[config.mk]
export PLATFORM = sky130hd
export DESIGN_NAME = forest_vote_sched
export DESIGN_NICKNAME = d
export VERILOG_FILES = /design/src/rtl/forest_vote_sched.sv
export SDC_FILE = /design/constraint.sdc
export NUM_CORES = 1
export LEC_CHECK = 0
export BUFFER_PORTS_ARGS = -buffer_cell sky130_fd_sc_hd__buf_2
export CAP_MARGIN = 5
export CORE_AREA = 2 2 99 101
export CTS_CLUSTER_SIZE = 28
export DETAILED_ROUTE_END_ITERATION = 7
export DIE_AREA = 0 0 101 103
export GPL_TIMING_DRIVEN = 1
export PLACE_DENSITY = 0.75
export SLEW_MARGIN = 20
export SYNTH_ARGS = -nofsm -noshare
export SYNTH_HDL_FRONTEND = slang
export SYNTH_SLANG_ARGS = --single-unit
[constraint.sdc]
create_clock -name clk -period 13.2 [get_ports clk]
set_input_delay 3.3 -clock clk [delete_from_list [all_inputs] [get_ports clk]]
set_output_delay 3.3 -clock clk [all_outputs]
set_load 0.02 [all_outputs]
[src/rtl/forest_vote_sched.sv]
// Sequencer for a one-vs-rest decision-tree forest: registers features, waits a settle window,
// tallies per-class votes one class per cycle and returns the argmax. Optional: FOREST_REJECT_EN.
module forest_vote_sched #(
  parameter int N_FEAT     = 51,
  parameter int N_CLASS    = 4,
  parameter int N_TREES    = 8,
  parameter int SETTLE_CYC = 2,
  parameter int MIN_VOTES  = 5,
  localparam int CLW = (N_CLASS > 1) ? $clog2(N_CLASS) : 1,
  localparam int CW  = $clog2(N_TREES + 1)
) (
  input  logic                       clk,
  input  logic                       rst_n,
  input  logic                       in_valid,
  output logic                       in_ready,
  input  logic [N_FEAT-1:0]          in_feat,
  output logic [N_FEAT-1:0]          feat_o,
  input  logic [N_CLASS*N_TREES-1:0] tree_hits,
  output logic                       res_valid,
  input  logic                       res_ready,
  output logic [CLW-1:0]             res_class,
  output logic [CW-1:0]              res_votes,
  output logic                       res_reject,
  output logic                       busy
);

  localparam int SW = (SETTLE_CYC > 1) ? $clog2(SETTLE_CYC) : 1;

  if (N_CLASS < 2 || N_TREES < 1 || SETTLE_CYC < 1 || MIN_VOTES < 0) begin : g_param_check
    $error("forest_vote_sched: illegal parameter combination");
  end

  typedef enum logic [1:0] {IDLE, SETTLE, COUNT, HOLD} state_e;

  state_e                            state_q;
  logic                              in_ready_q, busy_q, res_valid_q;
  logic [N_FEAT-1:0]                 feat_q;
  logic [SW-1:0]                     settle_q;
  logic [N_CLASS-1:0][N_TREES-1:0]   hits_q;
  logic [CLW-1:0]                    cls_q, best_cls_q, best_cls_d, res_class_q;
  logic [CW-1:0]                     best_cnt_q, best_cnt_d, cnt_d, res_votes_q;
  logic                              take_d;

  // Popcount of the class under evaluation and running argmax (strict > keeps lowest index on ties).
  always_comb begin
    cnt_d = '0;
    for (int unsigned t = 0; t < N_TREES; t++) begin
      cnt_d = cnt_d + CW'(hits_q[cls_q][t]);
    end
    take_d     = (cls_q == '0) || (cnt_d > best_cnt_q);
    best_cnt_d = take_d ? cnt_d : best_cnt_q;
    best_cls_d = take_d ? cls_q : best_cls_q;
  end

  always_ff @(posedge clk or negedge rst_n) begin
    if (!rst_n) begin
      state_q     <= IDLE;
      in_ready_q  <= 1'b0;
      busy_q      <= 1'b0;
      res_valid_q <= 1'b0;
      feat_q      <= '0;
      settle_q    <= '0;
      hits_q      <= '0;
      cls_q       <= '0;
      best_cls_q  <= '0;
      best_cnt_q  <= '0;
      res_class_q <= '0;
      res_votes_q <= '0;
    end else begin
      case (state_q)
        IDLE: begin
          if (in_valid && in_ready_q) begin
            feat_q     <= in_feat;
            settle_q   <= SW'(SETTLE_CYC - 1);
            in_ready_q <= 1'b0;
            busy_q     <= 1'b1;
            state_q    <= SETTLE;
          end else begin
            in_ready_q <= 1'b1;
          end
        end
        SETTLE: begin
          if (settle_q == '0) begin
            hits_q  <= tree_hits;
            cls_q   <= '0;
            state_q <= COUNT;
          end else begin
            settle_q <= settle_q - 1'b1;
          end
        end
        COUNT: begin
          best_cnt_q <= best_cnt_d;
          best_cls_q <= best_cls_d;
          if (cls_q == CLW'(N_CLASS - 1)) begin
            res_class_q <= best_cls_d;
            res_votes_q <= best_cnt_d;
            res_valid_q <= 1'b1;
            state_q     <= HOLD;
          end else begin
            cls_q <= cls_q + 1'b1;
          end
        end
        HOLD: begin
          if (res_ready) begin
            res_valid_q <= 1'b0;
            in_ready_q  <= 1'b1;
            busy_q      <= 1'b0;
            state_q     <= IDLE;
          end
        end
        default: state_q <= IDLE;
      endcase
    end
  end

`ifdef FOREST_REJECT_EN
  localparam logic [CW-1:0] MIN_V = CW'(MIN_VOTES);
  logic res_reject_q;

  always_ff @(posedge clk or negedge rst_n) begin
    if (!rst_n) begin
      res_reject_q <= 1'b0;
    end else if (state_q == COUNT && cls_q == CLW'(N_CLASS - 1)) begin
      res_reject_q <= (best_cnt_d < MIN_V);
    end
  end

  assign res_reject = res_reject_q;
`else
  assign res_reject = 1'b0;
`endif

  assign in_ready  = in_ready_q;
  assign busy      = busy_q;
  assign feat_o    = feat_q;
  assign res_valid = res_valid_q;
  assign res_class = res_class_q;
  assign res_votes = res_votes_q;

endmodule

==> results.py, run 1 <==
metrics = {
    "outcome": {
        "outcome": "completed",
    },
    "timing": {
        "timing.setup.tns_ns": 0,
        "finalSetupViolations": 0,
        "skew_ns": 0.0106,
        "fmax_ghz": 0.189,
        "hold_viol": 0,
        "fin_crit_ns": 5.30,
        "min_period_over_period_pct": 40.1,
        "maxSlewViolCount": 0,
        "tightestPinTransition_ns": 0.872,
        "rsz0062_at_grt": "false",
        "relSlewSlack_pct": 41.9,
    },
    "yosys": {
        "yosysSeqAreaShare_pct": 56.3,
        "synth_compound_area_share_pct": 5.88,
        "synth_largest_area_cell": "dfrtp_1",
        "ys_warn_count": 0,
        "synth.distinct_cells": 33,
        "syn_area_um2": 4580,
        "synth_most_common_cell": "dfrtp_1",
        "syn_avg_cell_area_um2": 14.4,
        "synth_top_family_by_area": "multiplexers",
        "synthAdderAreaFrac_pct": 5.30,
        "synth_mux_area_share_pct": 26.5,
        "ys_ff_latch": 103,
        "synth_top_area_share_pct": 56.3,
        "yosys.area_share.simple_pct": 2.62,
        "synth_ff_type": "dfrtp_1",
        "synthTopCellsByArea": "dfrtp_1 (56%), mux2_2 (22%), mux4_2 (3.9%)",
        "synth_cells": 318,
        "synth_nets": 422,
        "ys_top_cells_by_count": "dfrtp_1 (103), mux2_2 (89), inv_1 (19)",
        "postSynth.asyncResetShare_pct": 100,
        "synth_xor_area_share_pct": 0.191,
        "synth_edf_count": 0,
    },
    "critical_path": {
        "cp-end-kind": "flop",
        "ff2ff_setup_slack_ns": 7.90,
        "crit_fanout": 13,
        "path_class": "flop to flop",
        "critPathLaunchType": "flop",
        "worstReg2RegStart": "cls_q[0]$_DFFE_PN0P_",
        "reg2reg_depth": 15,
        "r2r_end": "best_cnt_q[3]$_DFFE_PN0P_",
        "crit_arrival_ns": 5.55,
        "required_ns": 13.45,
    },
    "route": {
        "dr.pass1.iters": 4,
        "wirelength_mm": 9.31,
        "vias": 3016,
        "wl_per_cell_um": 15.9,
        "drc": 0,
        "drt_iter0_drc": 56,
        "ant_nets": 0,
        "via_per_inst": 5.16,
    },
    "grt": {
        "grt_remaining_overflow": 0,
        "grt_pass1_vias": 3152,
        "grt_pass1_wl_mm": 14.9,
        "grt_usage_pct": 18.5,
        "grt_max_degree": 71,
        "antenna_found_initial": 0,
    },
    "clock_network": {
        "clk_latency_ns": 0.37,
        "h-tree-depth": 3,
        "cts_tree": "yes",
        "postCtsSetupBuffers": 0,
        "clockBufferDepth": 2,
        "root_buffer": "clkbuf_8",
        "ctsHoldBuffers": 0,
        "cts-buffers-inserted": 9,
        "cts_resized": 0,
        "clkTransAtPathRegs_ns": 0.10,
        "cts_sinks": 103,
    },
    "placed_design": {
        "gp_congestion": 0.883,
        "io_buffers": 146,
        "dp_hpwl_mm": 6.94,
    },
    "floorplanning": {
        "initial_core_util_pct": 48.4,
        "die_w_um": 101,
        "core_um2": 9460,
        "ios": 148,
        "placement_rows": 36,
        "die-area_um2": 10400,
        "die_y_um": 103,
    },
    "layout": {
        "drive_above_1_share_pct": 57.4,
        "syn2layout_area_growth_pct": 22.4,
        "fillers": 807,
        "antennaDiodeCount": 0,
        "nets": 569,
    },
    "flow_run": {
        "maxCapViolCount": 0,
    },
    "worst_hold_path": {
        "min-delay-start": "res_votes[1]$_DFFE_PN0P_",
        "hold_depth": 2,
        "hold_class": "flop to flop",
        "hold_end": "res_votes[1]$_DFFE_PN0P_",
    },
}
## critical path, stage by stage (launching register included)
cell and delay [ns]:
dfrtp_1 0.77, mux4_2 0.61, fa_1 0.51, fa_1 0.56
inv_1 0.06, fa_1 0.53, inv_1 0.04, ha_1 0.20
inv_1 0.07, fa_1 0.42, inv_1 0.11, ha_1 0.26
nor2b_4 0.14, o2111a_2 0.30, o21ai_4 0.26, mux2_2 0.36
## metrics by stage
stage	worst slack (ns)	cells	hold slack, ns	util, %	cell area, um2
4_1_cts	7.82	584	0.507	59.2	5600
2_1_floorplan	8.25	318	0.475	-	4580
6_report	7.90	584	0.506	59.2	5600
5_1_grt	7.57	584	0.527	59.2	5600
3_3_place_gp	7.94	568	0.483	57.2	5410
3_5_place_dp	7.87	568	0.484	57.2	5410
## worst max-delay path by stage
stage | slack, ns | startpoint | to
3_5_place_dp | 7.87 | cls_q[0]$_DFFE_PN0P_ | best_cnt_q[0]$_DFFE_PN0P_
5_1_grt | 7.57 | cls_q[0]$_DFFE_PN0P_ | best_cnt_q[2]$_DFFE_PN0P_
4_1_cts | 7.82 | cls_q[0]$_DFFE_PN0P_ | best_cnt_q[0]$_DFFE_PN0P_
6_report | 7.90 | cls_q[0]$_DFFE_PN0P_ | best_cnt_q[3]$_DFFE_PN0P_
3_3_place_gp | 7.94 | cls_q[0]$_DFFE_PN0P_ | best_cnt_q[0]$_DFFE_PN0P_
2_1_floorplan | 8.25 | cls_q[0]$_DFFE_PN0P_ | best_cls_q[0]$_DFFE_PN0P_
## layout by cell type, fill, tap and decap left out, drive strengths merged, types with 2 or more instances in the layout
master,count
clkbuf,10
a21oi,10
mux2,89
nand2,12
buf,149
nor2,6
a22o,2
ha,13
nor2b,2
fa,4
inv,22
o21ai,15
mux2i,3
clkinv,3
mux4,8
dfrtp,103
a31oi,5
## flip-flops by register name, indices dropped and copies added, names as in the netlist
name / cells
best_cls_q: 2
best_cnt_q: 4
busy: 1
cls_q: 2
feat_o: 51
hits_q: 32
in_ready: 1
res_class: 2
res_valid: 1
res_votes: 4
settle_q: 1
state_q: 2
## metal layers
layer	global-route usage (%)	vias up	routed length (um)
met1	22.1	1482	3770
met3	7.59	12	732
met2	31.0	105	4700
met4	5.30	0	111
met5	0	-	0
li1	-	1417	-
## kinds of logic (layout without fill, tap and decap cells)
| logic type | count (synthesis) | in the layout |
|---|---|---|
| fa+ha+maj | 17 | 17 |
| simple gates | 24 | 24 |
| compound gates | 40 | 40 |
| xor+xnor | 1 | 1 |
| other cells | 1 | 1 |
| mux | 100 | 100 |
| buf+inv | 32 | 184 |
| flops | 103 | 103 |
## layout make-up
type	instances	area [um2]	area share [%]
clock buffers	10	138	2.46
clock inverters	6	60.1	1.07
inverters	19	71.3	1.27
multi-input cells	183	1860	33.2
flip-flops and latches	103	2580	46.0
well taps	114	143	2.55
repair buffers	149	756	13.5
Power of run 1 is not shown: default switching activity piles up to over one toggle a cycle in this logic, so the estimate is an artifact.
==> inputs of run 2 (changes only) <==
--- a/config.mk
+++ b/config.mk
@@ -7,12 +7,12 @@
 export LEC_CHECK = 0
 export BUFFER_PORTS_ARGS = -buffer_cell sky130_fd_sc_hd__buf_2
 export CAP_MARGIN = 5
-export CORE_AREA = 2 2 99 101
+export CORE_AREA = 2 2 103 105
 export CTS_CLUSTER_SIZE = 28
 export DETAILED_ROUTE_END_ITERATION = 7
-export DIE_AREA = 0 0 101 103
+export DIE_AREA = 0 0 105 107
 export GPL_TIMING_DRIVEN = 1
-export PLACE_DENSITY = 0.75
+export PLACE_DENSITY = 0.72
 export SLEW_MARGIN = 20
 export SYNTH_ARGS = -nofsm -noshare
 export SYNTH_HDL_FRONTEND = slang
==> constraint.sdc (replaced) <==
create_clock -name clk -period 4.3 [get_ports clk]
set_input_delay 1.075 -clock clk [delete_from_list [all_inputs] [get_ports clk]]
set_output_delay 1.075 -clock clk [all_outputs]
set_load 0.02 [all_outputs]
==> results.py, run 2 (synthesis results as in run 1) <==
metrics = {
    "outcome": {
        "outcome": "finished, violations left",
        "violations": "setup timing",
    },
    "grt": {
        "antenna_found_initial": 0,
        "grt_max_degree": 83,
        "grt_usage_pct": 17.7,
        "grt_pass1_wl_mm": 15.7,
        "grt_remaining_overflow": 0,
        "grt_pass1_vias": 3254,
    },
    "floorplanning": {
        "die_y_um": 107,
        "ios": 148,
        "die-area_um2": 11200,
        "die_w_um": 105,
        "core_um2": 10100,
        "placement_rows": 37,
        "initial_core_util_pct": 45.4,
    },
    "timing": {
        "finalSetupViolations": 12,
        "min_period_over_period_pct": 108,
        "skew_ns": 0.00786,
        "hold_viol": 0,
        "fmax_ghz": 0.216,
        "fin_crit_ns": 4.64,
        "tightestPinTransition_ns": 0.715,
        "setup_slack_ns": -0.337,
        "relSlewSlack_pct": 52.4,
        "rsz0062_at_grt": "true",
        "hold_ws_ns": 0.505,
        "maxSlewViolCount": 0,
    },
    "layout": {
        "layout_commonest_cell": "buf_2",
        "fillers": 857,
        "antennaDiodeCount": 0,
        "largest_register_ffs": 51,
        "syn2layout_area_growth_pct": 27.3,
        "drive_above_1_share_pct": 59.8,
        "nets": 581,
        "final_cell_mix": "buf_2 (145), dfrtp_1 (102), mux2_2 (84)",
    },
    "clock_network": {
        "clockBufferDepth": 2,
        "clk_latency_ns": 0.37,
        "clkTransAtPathRegs_ns": 0.09,
        "cts-buffers-inserted": 9,
        "cts_tree": "yes",
        "h-tree-depth": 3,
        "cts_sinks": 103,
        "root_buffer": "clkbuf_8",
    },
    "worst_hold_path": {
        "hold_depth": 2,
        "min-delay-start": "res_votes[1]$_DFFE_PN0P_",
        "hold_end": "res_votes[1]$_DFFE_PN0P_",
        "hold_class": "flop to flop",
    },
    "critical_path": {
        "path_class": "flop to flop",
        "critPathLaunch": "cls_q[0]$_DFFE_PN0P_",
        "ff2ff_setup_slack_ns": -0.34,
        "reg2reg_depth": 16,
        "critPathLaunchType": "flop",
        "required_ns": 4.55,
        "r2r_end": "best_cnt_q[0]$_DFFE_PN0P_",
        "cp-end-kind": "flop",
        "crit_fanout": 6,
        "worstReg2RegStart": "cls_q[0]$_DFFE_PN0P_",
        "crit_arrival_ns": 4.89,
    },
    "route": {
        "drt_iter0_drc": 75,
        "wl_per_cell_um": 15.3,
        "wirelength_mm": 9.47,
        "via_per_inst": 5.00,
        "vias": 3088,
        "dr.pass1.iters": 5,
        "drc": 0,
        "ant_nets": 0,
    },
    "flow_run": {
        "maxCapViolCount": 0,
    },
    "placed_design": {
        "dp_hpwl_mm": 6.93,
        "gp_congestion": 0.875,
        "io_buffers": 146,
    },
}
==> run 2: cell types whose count changed in the layout (fill, tap and decap cells not counted), sizes merged <==
| cell | previous run | this run |
|---|---|---|
| buf | 149 | 161 |
| bufinv | 0 | 2 |
| clkbuf | 10 | 12 |
| clkinv | 3 | 0 |
| clkinvlp | 0 | 1 |
| inv | 22 | 20 |
==> run 2: metrics by stage <==
step / util [%] / TNS [ns] / cell area [um2] / instances / worst slack, ns
floorplan: - / -3.51 / 4620 / 318 / -0.438
global placement: 54.9 / -3.35 / 5540 / 599 / -0.350
detailed placement: 54.9 / -4.57 / 5540 / 599 / -0.476
CTS: 57.6 / -3.17 / 5820 / 618 / -0.349
global route: 57.7 / -5.65 / 5830 / 618 / -0.505
finish: 57.7 / -3.10 / 5830 / 618 / -0.337
==> run 2: cell type report <==
cell class / instances / area, um2 / area share (%)
well taps: 136 / 170 / 2.92
inverters: 19 / 71.3 / 1.22
repair buffers: 161 / 870 / 14.9
clock inverters: 4 / 76.3 / 1.31
multi-input cells: 183 / 1910 / 32.7
flip-flops and latches: 103 / 2580 / 44.2
clock buffers: 12 / 155 / 2.66
==> run 2: worst max-delay path by stage <==
stage,endpoint,slack (ns)
floorplan,best_cls_q[1]$_DFFE_PN0P_,-0.44
global placement,best_cls_q[1]$_DFFE_PN0P_,-0.35
detailed placement,best_cnt_q[0]$_DFFE_PN0P_,-0.48
CTS,best_cnt_q[0]$_DFFE_PN0P_,-0.35
global route,best_cnt_q[0]$_DFFE_PN0P_,-0.51
finish,best_cnt_q[0]$_DFFE_PN0P_,-0.34
==> run 2: worst max-delay path, cell delays in order, from the launching register on <==
cell and delay, ns:
dfrtp_2 0.42, mux4_2 0.53, fa_1 0.50, fa_1 0.49, inv_1 0.05, fa_1 0.44, inv_1 0.07, ha_2 0.18
inv_2 0.04, fa_1 0.51, inv_2 0.06, ha_4 0.22, nor2b_4 0.12, o2111a_2 0.27, o21ai_4 0.17, buf_12 0.14
mux2_4 0.30
==> run 2: repair_timing <==
action | 4_1_cts | 5_1_grt
hold buffers | 0 | 0
setup endpoints to repair | 12 | 12
buffers inserted | 3 | 0
resized for setup | 5 | 1
pin swaps | 5 | 0
==> run 2: routing by layer <==
layer | share of wire [%] | vias to the layer above | global-route usage (%)
li1 | - | 1437 | -
met1 | 41 | 1525 | 20.6
met2 | 51 | 111 | 30.8
met3 | 6.0 | 15 | 4.92
met4 | 2.0 | 0 | 7.43
met5 | 0 | - | 0
Power of run 2 is left out for the same reason.
